[config.mk]
export PLATFORM = sky130hd
export DESIGN_NAME = tea_out_serializer
export DESIGN_NICKNAME = d
export VERILOG_FILES = /design/src/rtl/tea_out_serializer.sv
export SDC_FILE = /design/constraint.sdc
export NUM_CORES = 1
export LEC_CHECK = 0
export BUFFER_PORTS_ARGS = -buffer_cell sky130_fd_sc_hd__buf_2
export CORE_MARGIN = 8
export CORE_UTILIZATION = 34
export DETAILED_ROUTE_END_ITERATION = 12
export GPL_ROUTABILITY_DRIVEN = 0
export GPL_TIMING_DRIVEN = 1
export SYNTH_ARGS = -nofsm -noshare
export SYNTH_HDL_FRONTEND = slang
export SYNTH_SLANG_ARGS = --single-unit
[constraint.sdc]
create_clock -name clk -period 2.3 [get_ports clk]
set_input_delay 0.46 -clock clk [delete_from_list [all_inputs] [get_ports clk]]
set_output_delay 0.46 -clock clk [all_outputs]
set_load 0.02 [all_outputs]
[src/rtl/tea_out_serializer.sv]
// Captures a TEA result block {v0, v1} on done and streams it out byte-wise over valid/ready.
// Define TEA_SER_CHECKSUM_EN to append one XOR checksum byte after the data bytes.
module tea_out_serializer #(
    parameter int unsigned WORD_W    = 32,
    parameter int unsigned MSB_FIRST = 1
) (
    input  logic              clk,
    input  logic              reset,
    input  logic              done,
    input  logic [WORD_W-1:0] v0_in,
    input  logic [WORD_W-1:0] v1_in,
    output logic [7:0]        tx_data,
    output logic              tx_valid,
    input  logic              tx_ready,
    output logic              busy,
    output logic              overrun
);

    localparam int unsigned BLK_W  = 2 * WORD_W;
    localparam int unsigned NBYTES = BLK_W / 8;
    localparam int unsigned CNT_W  = $clog2(NBYTES + 1);

`ifdef TEA_SER_CHECKSUM_EN
    typedef enum logic [1:0] {S_IDLE, S_SEND, S_CSUM} state_t;
`else
    typedef enum logic {S_IDLE, S_SEND} state_t;
`endif

    state_t             state_q, state_d;
    logic [BLK_W-1:0]   shreg_q, shreg_d;
    logic [CNT_W-1:0]   cnt_q, cnt_d;
    logic [7:0]         tx_data_q, tx_data_d;
    logic               tx_valid_q, tx_valid_d;
    logic               busy_q, busy_d;
    logic               overrun_q, overrun_d;
    logic [BLK_W-1:0]   blk_c;
`ifdef TEA_SER_CHECKSUM_EN
    logic [7:0]         csum_q, csum_d;
`endif

    // Reorders a word so its first-to-send byte sits in the top lane.
    function automatic logic [WORD_W-1:0] order_word(input logic [WORD_W-1:0] w);
        logic [WORD_W-1:0] r;
        r = w;
        if (MSB_FIRST == 0) begin
            for (int i = 0; i < int'(WORD_W / 8); i++) begin
                r[8*i +: 8] = w[WORD_W - 8 - 8*i +: 8];
            end
        end
        return r;
    endfunction

    assign blk_c = {order_word(v0_in), order_word(v1_in)};

    always_comb begin
        state_d    = state_q;
        shreg_d    = shreg_q;
        cnt_d      = cnt_q;
        tx_data_d  = tx_data_q;
        tx_valid_d = tx_valid_q;
        busy_d     = busy_q;
        overrun_d  = overrun_q | (done & busy_q);
`ifdef TEA_SER_CHECKSUM_EN
        csum_d     = csum_q;
`endif
        case (state_q)
            S_IDLE: begin
                if (done) begin
                    tx_data_d  = blk_c[BLK_W-1 -: 8];
                    shreg_d    = blk_c << 8;
                    cnt_d      = CNT_W'(NBYTES);
                    tx_valid_d = 1'b1;
                    busy_d     = 1'b1;
                    state_d    = S_SEND;
`ifdef TEA_SER_CHECKSUM_EN
                    csum_d     = 8'h00;
`endif
                end
            end
            S_SEND: begin
                if (tx_ready) begin
`ifdef TEA_SER_CHECKSUM_EN
                    csum_d = csum_q ^ tx_data_q;
`endif
                    if (cnt_q == CNT_W'(1)) begin
`ifdef TEA_SER_CHECKSUM_EN
                        tx_data_d  = csum_q ^ tx_data_q;
                        state_d    = S_CSUM;
`else
                        tx_data_d  = 8'h00;
                        tx_valid_d = 1'b0;
                        busy_d     = 1'b0;
                        state_d    = S_IDLE;
`endif
                    end else begin
                        tx_data_d = shreg_q[BLK_W-1 -: 8];
                        shreg_d   = shreg_q << 8;
                        cnt_d     = cnt_q - CNT_W'(1);
                    end
                end
            end
`ifdef TEA_SER_CHECKSUM_EN
            S_CSUM: begin
                if (tx_ready) begin
                    tx_data_d  = 8'h00;
                    tx_valid_d = 1'b0;
                    busy_d     = 1'b0;
                    state_d    = S_IDLE;
                end
            end
`endif
            default: state_d = S_IDLE;
        endcase
    end

    always_ff @(posedge clk) begin
        if (reset) begin
            state_q    <= S_IDLE;
            shreg_q    <= '0;
            cnt_q      <= '0;
            tx_data_q  <= 8'h00;
            tx_valid_q <= 1'b0;
            busy_q     <= 1'b0;
            overrun_q  <= 1'b0;
`ifdef TEA_SER_CHECKSUM_EN
            csum_q     <= 8'h00;
`endif
        end else begin
            state_q    <= state_d;
            shreg_q    <= shreg_d;
            cnt_q      <= cnt_d;
            tx_data_q  <= tx_data_d;
            tx_valid_q <= tx_valid_d;
            busy_q     <= busy_d;
            overrun_q  <= overrun_d;
`ifdef TEA_SER_CHECKSUM_EN
            csum_q     <= csum_d;
`endif
        end
    end

    assign tx_data  = tx_data_q;
    assign tx_valid = tx_valid_q;
    assign busy     = busy_q;
    assign overrun  = overrun_q;

endmodule
Word level (Yosys, flattened, before mapping)
Cells that the tools add are included.
W data, S select, Z words.
{ "word_totals": {"elab_cells": 38, "n_memories": 0, "rom_bits": 0, "ramBits": 0, "reg_bits": 79, "latchBits": 0} }
{ "classes": {"n_div": 0, "mul": 0, "muxes": 20, "shift": 0, "eq_ne": 5, "bitwise_logic": 3, "order_cmp": 0, "reduce_logical": 3, "addsub": 1} }
{ "op_table": {"columns": ["cell", "count"], "rows": [
  ["$mux W64", 3],
  ["$pmux W64 S2", 1],
  ["$mux W8", 3],
  ["$pmux W8 S2", 1],
  ["$mux W4", 3],
  ["$pmux W4 S2", 1],
  ["$mux W1", 6],
  ["$ne A2 B2 Y1 const B", 3],
  ["$reduce_and A3 Y1", 2],
  ["$eq A4 B1 Y1 const B", 1],
  ["$pmux W1 S2", 2],
  ["$sub A4 B1 Y4 const B", 1],
  ["$ne A2 B1 Y1 const B", 1],
  ["$reduce_and A2 Y1", 1],
  ["$and A1 B1 Y1", 1],
  ["$not A1 Y1", 1],
  ["$or A1 B1 Y1", 1]
]} }

Longest topological paths before layout
{ "depth": {"word_depth": 4, "ltp_mapped": 7, "depth_no_buf": 5} }

Worst setup path after synthesis
Ideal clock, no wire load.
{ "synth_path": {"path_type": "flip-flop to flip-flop", "from": "reg cnt_q[1]", "to": "reg shreg_q[44]", "path_stages_with_launch": 8, "path_slack_ps": 675, "setup_ps": 139, "arrival_ps": 1487, "cell_sequence": "dfxtp_1 > inv_1 > ha_1 > or3b_4 > buf_6 > buf_6 > a211oi_2 > a211oi_2"} }
{ "synth_between": {"elab_chain_cells": 3} }
{ "synth_rtl": {"columns": ["element", "line_no", "rtl"], "rows": [
  ["start: declaration", "31", "logic [CNT_W-1:0] cnt_q, cnt_d;"],
  ["start signal: assignment", "131", "cnt_q <= cnt_d;"],
  ["$eq A4 B1 Y1", "85", "if (cnt_q == CNT_W'(1)) begin"],
  ["$ne A2 B2 Y1 (no line)", null, null],
  ["$reduce_and A3 Y1 (no line)", null, null],
  ["end signal: assignment", "130", "shreg_q <= shreg_d;"],
  ["end: declaration", "30", "logic [BLK_W-1:0] shreg_q, shreg_d;"]
]} }
No other way between the ends.
A chain may end at the register's enable or synchronous reset.

Final worst setup path
{ "layout_path": {"from": "reg cnt_q[0]", "to": "reg shreg_q[62]"} }
The elaborated chain is that of the path after synthesis.

==> flow_metrics.py <==
metrics = {
    "critical_path": {
        "crit_arrival_ns": 2.20,
        "max_stage_delay_ns": 0.58,
        "worstPathCellList": "ha_1 > nor3b_1 > o21ai_4 > buf_4 > a211oi_1",
        "startpoint": "cnt_q[0]",
        "path_delay_family": "simple AND/OR/NAND/NOR gates",
        "slowest_stage": "nor3b_1",
        "crit-reg2reg-launch": "cnt_q[0]",
        "critPathBufInv": 1,
        "critPathCaptureType": "flop",
        "critPathRequiredTime_ns": 2.55,
        "path_class": "reg2reg",
        "crit_path_start_kind": "flop",
        "path_max_fanout": 49,
    },
    "timing": {
        "fmax_mhz": 511.8,
        "finalHoldViolations": 0,
        "period_share_pct": 84.96,
        "rsz0062_at_grt": "false",
        "final.min_clock_period_ns": 1.954,
        "setup_viol": 0,
        "skew_ns": 0.01370,
        "hold_slack_ns": 0.3319,
        "tns_ns": 0,
        "tightest_slew_ns": 0.6764,
        "timing.slew.headroom_pct": 54.81,
        "drv_slew": 0,
    },
    "synth": {
        "synth_top_area_cell": "dfxtp_1",
        "ys_top_cells_by_area": "dfxtp_1, a211oi_2, mux2i_1",
        "syn_nets": 397,
        "yosysSeqAreaShare_pct": 39.82,
        "synthFlopType": "dfxtp_1",
        "synth.most_common_cell": "dfxtp_1",
        "synth-xor-area-share_pct": 0,
        "syn_area_per_cell_um2": 10.92,
        "synth_compound_area_share_pct": 33.23,
        "syn-cell-area_um2": 3570,
        "synth_mux_area_share_pct": 14.62,
        "synthCells": 327,
        "synth-edff-count": 0,
        "async_reset_ff_share_pct": 0,
        "synth_top_family_by_area": "compound AO/OA/AOI/OAI gates",
        "ys_seq_elements": 71,
        "ys_types": 34,
        "synth_fa_ha_area_share_pct": 0.7010,
        "ys_top_cells_by_count": "dfxtp_1, a211oi_1, mux2i_1, a211oi_2, buf_2",
        "synth-simple-area-share_pct": 4.487,
        "synth_top_area_share_pct": 39.82,
        "ys.warnings.count": 0,
    },
    "clock_network": {
        "cts_buffers": 9,
        "cts_tree": "yes",
        "post_cts_buffers": 0,
        "htreeDepth": 3,
        "cts.path.max_buffers": 2,
        "clkSlewWorstSetupHoldPaths_ns": 0.08,
        "cts_num_sinks": 71,
        "cts_root_buf": "clkbuf_8",
        "clk_latency_ns": 0.34,
        "hold_buffers": 0,
        "post_cts_resized": 0,
    },
    "die": {
        "dieArea_um2": 14030,
        "ios": 79,
        "fp.dieH_um": 118.5,
        "start_util_pct": 34.73,
        "coreArea_um2": 10280,
        "die_w_um": 118.5,
        "rows": 37,
    },
    "final_layout": {
        "seqCellArea_um2": 1425,
        "final_cell_area_um2": 4209,
        "multi_input_area_um2": 1909,
        "fill_cells": 1043,
        "antenna_cells": 0,
        "drive_gt1_share_pct": 38.78,
        "fin_nets": 457,
        "area_growth_pct": 17.91,
    },
    "power_and_ir_drop": {
        "powerDensity_nw_per_um2": 761.2,
        "ir_worst_vdd_uv": 319.2,
        "power_uw": 3204,
        "p_leak_uw": 0.001613,
    },
    "global_route": {
        "track_usage_pct": 13.12,
        "grt_start_max_net_pins": 50,
        "antenna_found_initial": 0,
        "grt_first_pass_wirelength_mm": 15.21,
        "grt-ovfl-total": 0,
        "grt_pass1_vias": 3007,
    },
    "drt": {
        "routed_via_density": 5.316,
        "dr.pass1.iters": 4,
        "via_count": 2807,
        "drt-initial-drc-count": 171,
        "wl_mm": 9.159,
        "drc": 0,
        "routedWlPerCell_um": 17.35,
        "antenna_left": 0,
    },
    "hold_path": {
        "hold_class": "in2reg",
        "min_from": "v1_in[5]",
    },
    "placement": {
        "hpwl_mm": 6.314,
        "port_buffers": 78,
        "dpl_cell_area_um2": 4026,
    },
    "run": {
        "cap_viol_max_count": 0,
    },
    "status": {
        "status": "finished, final reports clean",
    },
}
==> power breakdown <==
part | total, uW | leakage (uW) | internal [uW] | switching (uW)
logic | 765 | 0.000934 | 343 | 422
clock network | 975 | 0.0000904 | 500 | 475
registers | 1460 | 0.000588 | 1370 | 93.3
total | 3200 | 0.00161 | 2210 | 990
==> path summary, 6_finish.rpt <==
path / end / slack (ns) / cells past startpoint
min: shreg_q[13] / 0.33 / 2
max: shreg_q[62] / 0.35 / 5
min reg2reg: overrun / 0.47 / 2
max reg2reg: shreg_q[62] / 0.35 / 5
==> metal layers <==
layer  part of all wire (%)  global-route usage [%]
met5                      0                       0
met4                    1.1                   4.032
met2                     47                   20.89
met3                    3.9                   3.617
met1                     48                   16.93
==> layout by cell type, fill, tap and decap left out, drive strengths merged <==
master / instances
inv: 3
or3b: 1
o21ai: 8
nand2b: 2
nor2: 2
and2: 1
a221o: 3
or4: 1
a31oi: 7
a211oi: 97
nor3: 1
nand2: 2
mux2: 1
ha: 2
clkbuf: 12
nand3: 4
or3: 3
bufinv: 1
clkinvlp: 1
and3: 3
dfxtp: 71
nor3b: 1
nor2b: 6
mux2i: 51
clkinv: 2
a21oi: 8
o211ai: 1
buf: 89
a22o: 8
==> cell type report <==
| class | instances | share of cell area [%] |
|---|---|---|
| Inverter | 3 | 0.2675 |
| Timing Repair Buffer | 89 | 12.13 |
| Clock inverter | 4 | 1.130 |
| Tap cell | 136 | 4.043 |
| Multi-Input combinational cell | 213 | 45.36 |
| Sequential cell | 71 | 33.86 |
| Clock buffer | 12 | 3.210 |
==> flip-flops by register name, summed over array words and instances, names as in the netlist <==
| name | count |
|---|---|
| busy | 1 |
| cnt_q | 4 |
| overrun | 1 |
| shreg_q | 56 |
| state_q | 1 |
| tx_data | 8 |
==> kinds of logic after synthesis <==
group                      count (synthesis)
muxes                                     52
and+or+nand+nor                           27
buffers and inverters                     43
AOI/OAI and AO/OA                        132
adders and majority gates                  2
DFF                                       71
==> through the flow <==
stage	instances	worst slack (ns)	util (%)
after floorplan	327	0.6747	-
after global placement	512	0.5404	39.18
after detailed placement	512	0.3972	39.18
after CTS	528	0.3627	40.95
after global routing	528	0.1857	40.95
final	528	0.3460	40.95
(Power assumes the default switching activity.)
